## src/rtl/register_file_structural_if.sv

```systemverilog
// -----------------------------------------------------------------------------
// register_file_structural_if
//   Bus bundle for the three-port register file: two read ports and one write
//   port, plus the externally supplied value returned for the top address.
//
//   Signals (N = address width, M = data width)
//     WE3      1   write enable, port 3
//     A1, A2   N   read addresses, ports 1 and 2
//     A3       N   write address, port 3
//     WD3      M   write data, port 3
//     R15      M   value returned for reads of address 2**N-1 (PC-derived)
//     RD1,RD2  M   combinational read data, ports 1 and 2
//
//   master : the datapath side (drives addresses/data, receives read data)
//   slave  : the register file itself
// -----------------------------------------------------------------------------
interface register_file_structural_if #(
   parameter int N = 4,
   parameter int M = 32
) ();

   logic         WE3;
   logic [N-1:0] A1;
   logic [N-1:0] A2;
   logic [N-1:0] A3;
   logic [M-1:0] WD3;
   logic [M-1:0] R15;
   logic [M-1:0] RD1;
   logic [M-1:0] RD2;

   modport master (
      output WE3, A1, A2, A3, WD3, R15,
      input  RD1, RD2
   );

   modport slave (
      input  WE3, A1, A2, A3, WD3, R15,
      output RD1, RD2
   );

endinterface

```

## src/rtl/register_file_structural.sv

```systemverilog
// -----------------------------------------------------------------------------
// register_file_structural
//   Three-port register file for the datapath, built structurally from a
//   write-address decoder, a bank of enabled D flip-flop registers with
//   synchronous reset, and one 2**N:1 read multiplexer per read port.
//
//   Only entries 0 .. 2**N-2 are stored. The top address is not backed by
//   storage: reads of it return the R15 bus input (PC-derived value from the
//   fetch stage) and writes to it are dropped.
//
//   Ports
//     clk    in   1   rising-edge clock for all state
//     reset  in   1   synchronous, active-high; clears every stored register
//     rf     slave    register_file_structural_if bundle:
//                     WE3/A3/WD3 write port, A1/RD1 and A2/RD2 read ports,
//                     R15 value for the top address
//
//   Timing
//     Writes take effect at the rising edge; reads are purely combinational,
//     so a read of the register being written shows the old contents until
//     that edge (no write-through bypass).
// -----------------------------------------------------------------------------
module register_file_structural #(
   parameter int N = 4,
   parameter int M = 32
) (
   input  logic                        clk,
   input  logic                        reset,
   register_file_structural_if.slave   rf
);

   localparam int NENT = 2 ** N;    // addressable entries
   localparam int NREG = NENT - 1;  // physically stored entries

   // Balanced 2:1 mux tree, one level per address bit (LSB first). Each level
   // folds pairs (2j, 2j+1) into slot j in place; slots >= 2j are still
   // untouched when slot j is written, so no temporary array is needed.
   // An X on a select bit yields X on the differing data bits.
   function automatic logic [M-1:0] read_mux(
      input logic [NENT-1:0][M-1:0] src,
      input logic [N-1:0]           sel
   );
      logic [NENT-1:0][M-1:0] cur;
      cur = src;
      for (int l = 0; l < N; l++) begin
         for (int j = 0; j < (NENT >> (l + 1)); j++) begin
            cur[j] = sel[l] ? cur[2 * j + 1] : cur[2 * j];
         end
      end
      return cur[0];
   endfunction

   logic [NREG-1:0]         en;      // one-hot per-register write enables
   logic [NENT-1:0][M-1:0]  rd_src;  // read-mux inputs: registers + R15

   // ---- write-address decoder ----------------------------------------------
   // A3 = 2**N-1 matches no stored register, so such writes fall away here.
   for (genvar i = 0; i < NREG; i++) begin : g_dec
      assign en[i] = rf.WE3 & (rf.A3 == N'(i));
   end

   // ---- register bank -------------------------------------------------------
   for (genvar i = 0; i < NREG; i++) begin : g_reg
      logic [M-1:0] q;

      always_ff @(posedge clk) begin
         if (reset) begin
            q <= '0;
         end else if (en[i]) begin
            q <= rf.WD3;
         end
      end

      assign rd_src[i] = q;
   end

   assign rd_src[NENT-1] = rf.R15;

   // ---- read ports ----------------------------------------------------------
   assign rf.RD1 = read_mux(rd_src, rf.A1);
   assign rf.RD2 = read_mux(rd_src, rf.A2);

endmodule

```

## src/flat_wrapper.sv

```systemverilog
// flat-port wrapper written by rule: the top's interface ports become plain ports
module register_file_structural_flat 
#(
   parameter int N = 4,
   parameter int M = 32
)
  (clk, reset, rf_WE3, rf_A1, rf_A2, rf_A3, rf_WD3, rf_R15, rf_RD1, rf_RD2);
  register_file_structural_if #(.N(N), .M(M)) rf_i ();
  input  logic clk;
  input  logic reset;
  input wire logic [$bits(rf_i.WE3)-1:0] rf_WE3;
  input wire logic [$bits(rf_i.A1)-1:0] rf_A1;
  input wire logic [$bits(rf_i.A2)-1:0] rf_A2;
  input wire logic [$bits(rf_i.A3)-1:0] rf_A3;
  input wire logic [$bits(rf_i.WD3)-1:0] rf_WD3;
  input wire logic [$bits(rf_i.R15)-1:0] rf_R15;
  output wire logic [$bits(rf_i.RD1)-1:0] rf_RD1;
  output wire logic [$bits(rf_i.RD2)-1:0] rf_RD2;
  assign rf_i.WE3 = rf_WE3;
  assign rf_i.A1 = rf_A1;
  assign rf_i.A2 = rf_A2;
  assign rf_i.A3 = rf_A3;
  assign rf_i.WD3 = rf_WD3;
  assign rf_i.R15 = rf_R15;
  assign rf_RD1 = rf_i.RD1;
  assign rf_RD2 = rf_i.RD2;
  register_file_structural #(.N(N), .M(M)) u_core (.clk(clk), .reset(reset), .rf(rf_i));
endmodule
```

## config.mk

```make
export PLATFORM = sky130hd
export DESIGN_NAME = register_file_structural_flat
export DESIGN_NICKNAME = d
export VERILOG_FILES = /design/src/rtl/register_file_structural_if.sv /design/src/rtl/register_file_structural.sv /design/src/flat_wrapper.sv
export SDC_FILE = /design/constraint.sdc
export NUM_CORES = 1
export LEC_CHECK = 0
export CAP_MARGIN = 25
export CORE_ASPECT_RATIO = 0.7
export CORE_MARGIN = 4
export CORE_UTILIZATION = 24
export DETAILED_ROUTE_END_ITERATION = 10
export MAX_ROUTING_LAYER = met4
export PLACE_DENSITY = 0.47
export SYNTH_ARGS = -nofsm -noshare
export SYNTH_HDL_FRONTEND = slang
export SYNTH_SLANG_ARGS = --single-unit
```

## constraint.sdc

```tcl
create_clock -name clk -period 2 [get_ports clk]
set_input_delay 0.4 -clock clk [delete_from_list [all_inputs] [get_ports clk]]
set_output_delay 0.4 -clock clk [all_outputs]
set_load 0.05 [all_outputs]
```

==> metrics.txt <==
largest net degree at the start of global routing 90; Design Area, Final 34700 µm²; Top Registers u_core.g.q (480); GRT Residual Overflow 0; Die X 399 µm; core area 105000 µm²; #FFs+latches synth 480; register name with the most flops u_core.g.q; minimum clock period about 2.4 ns; Max Used Layer met4; ANT nets after route 0; Critical-path top delay cell mux4_2; RSZ-0062 raised after global routing true; first-pass iteration count of the detailed router 5; site row count 99; Routed WL per cell 24.7 µm; # clock sinks 480; root buf cell clkbuf_16; wire length on met2 around 46000 µm; Slew @ Worst Pin ~0.63 ns; routed wire length 108000 µm; Syn-to-layout area delta 35.5%; initial antenna violation count 1; Syn. warnings 0; H-tree depth 2; # setup viols final 64; die footprint ~110000 µm²; max FFs per register 480; Max Clock Skew 0 ns; Max-Slew Margin vs Limit 57.7%; Final HPWL DP about 70000 µm; Peak Freq 0.417 GHz; Initial Utilization 24.4%; Cell variety after synth 24; Skew-Pair Late Insertion Delay about 0.60 ns; routed length on met1 approximately 52000 µm; Worst EP arrival 2.00 ns; hold_ws 0.106 ns; max-cap check violation count 0; CTS tree done; Vias 24300; Via density approximately 5.6; total CTS buffers 55; syn_nets 2852; Crit path largest cell delay 0.47 ns; first-pass GRT wire length between 150000 and 200000 µm; IO Count 143; crit start category flip-flop; Routed met3 length between 7000 and 8000 µm; Final Cycle Share 120%; min-delay worst type in2reg; run status complete, but fails checks; Avg Inst Size Synth 9.24 µm²; most frequent cells in the layout nand3_1, a21oi_1, o21ai_0; WS Path Type reg2out; GRT Total Usage about a fifth; crit-path cells mux4_2 -> a22oi_2 -> nand2_2 -> buf_12; # port buffers ~140; DP Area 32100 µm²; RePlAce Congestion 0.837; setup_tns -20.03 ns; Final WS setup -0.398 ns; vias in the first global route 23300; die height 281 µm; IR drop worst, VDD 689 µV; fraction of final layout cells sized beyond drive strength 1 33.4%; Req. time, crit path 1.60 ns; crit end category output pin; register area share after synthesis 37.5%; total power 24.4 mW; cell count after synthesis 2773; clock tree buffer depth 3; PD cells 702 nW/µm²; Slew Viols, Final 0; DRC violations left 0; Max FO, Critical Path 3; failing checks setup timing; DRT iter0 DRCs 2517; Worst-path clk slew 0.06 ns; Final Hold Viols 0; leakage 11.1 nW; Final nets 2974; Mapped Area 25600 µm²
[where the power goes]
group / leakage (nW) / total, mW / switching, mW / internal, mW
Clock: 0.952 / 10.9 / 4.34 / 6.53
Sequential: 3.90 / 9.78 / 0.0892 / 9.69
Combinational: 6.27 / 3.72 / 2.20 / 1.51
Total: 11.1 / 24.4 / 6.63 / 17.7
[stage by stage]
step | worst slack [ns] | util, % | std cells
after detailed placement | -0.689 | 30.5 | 4246
after CTS | -0.480 | 32.9 | 4348
after global placement | -0.745 | 30.5 | 4246
final | -0.398 | 33.1 | 4355
after global routing | -0.452 | 33.1 | 4354
after floorplan | -0.0111 | - | 2773
[per-layer routing]
metal / up-vias / GRT usage [%]
li1: 10800 / -
met1: 12400 / 29.1
met2: 957 / 26.8
met3: 102 / 3.20
met4: 0 / 3.23
met5: - / -
[layout make-up]
class / instances / area, µm²
tap: 1414 / 1770
fill: 10700 / 70300
antenna: 2 / 5.00
multi-input combinational: 1912 / 15300
clock inverter: 21 / 283
sequential: 480 / 9670
timing repair buffer: 446 / 6050
clock buffer: 80 / 1630
[final timing paths]
kind                                             start                      to  slack [ns]  cells after the start
worst max register to register  u_core.g_reg[12].q[13]  u_core.g_reg[12].q[13]        1.17                      2
worst min-delay path                             reset   u_core.g_reg[7].q[13]        0.11                      2
worst max-delay path             u_core.g_reg[0].q[11]              rf_RD1[11]       -0.40                      4
worst min register to register   u_core.g_reg[7].q[29]   u_core.g_reg[7].q[29]        0.48                      2
[cell families (layout without fill, tap and decap cells)]
group                  count (synthesis)  after routing  synth area share [%]
AOI/OAI and AO/OA                   1088           1088                  22.5
and+or+nand+nor                      568            568                  10.9
DFF                                  480            480                  37.5
buffers and inverters                381            547                  6.61
muxes                                256            256                  22.5
other                                  0              2                     0
[worst max-delay path: cells and delay by family, from the launching register on]
family	cells	cell delay [ns]
muxes	1	0.47
DFF	1	0.34
AOI/OAI and AO/OA	1	0.29
buffers and inverters	1	0.17
and+or+nand+nor	1	0.12
[cells in the mapped netlist, drive strengths merged]
cell type / count / area share [%]
nand2: 65 / 0.95
a22oi: 128 / 3.7
clkbuf: 261 / 3.8
and3b: 2 / 0.068
or2: 1 / 0.024
and2: 3 / 0.073
mux4: 256 / 22
dfxtp: 480 / 37
nor2: 3 / 0.044
o21ai: 480 / 9.4
buf: 120 / 2.8
nand3: 481 / 9.4
a21oi: 480 / 9.4
nand2b: 2 / 0.049
nand3b: 2 / 0.059
nor2b: 6 / 0.15
and3: 1 / 0.024
nor3b: 1 / 0.029
or3b: 1 / 0.034
[what timing repair did]
| action | CTS | global route |
|---|---|---|
| hold endpoints to repair | 0 | 0 |
| setup buffers | 1 | 3 |
| pin swaps | 119 | 19 |
| cloned | 0 | 2 |
| endpoints found under the setup margin | 64 | 64 |
| resized for setup | 150 | 32 |
| hold buffers | 0 | 0 |
Note: power is estimated with default switching activity, not from simulation.
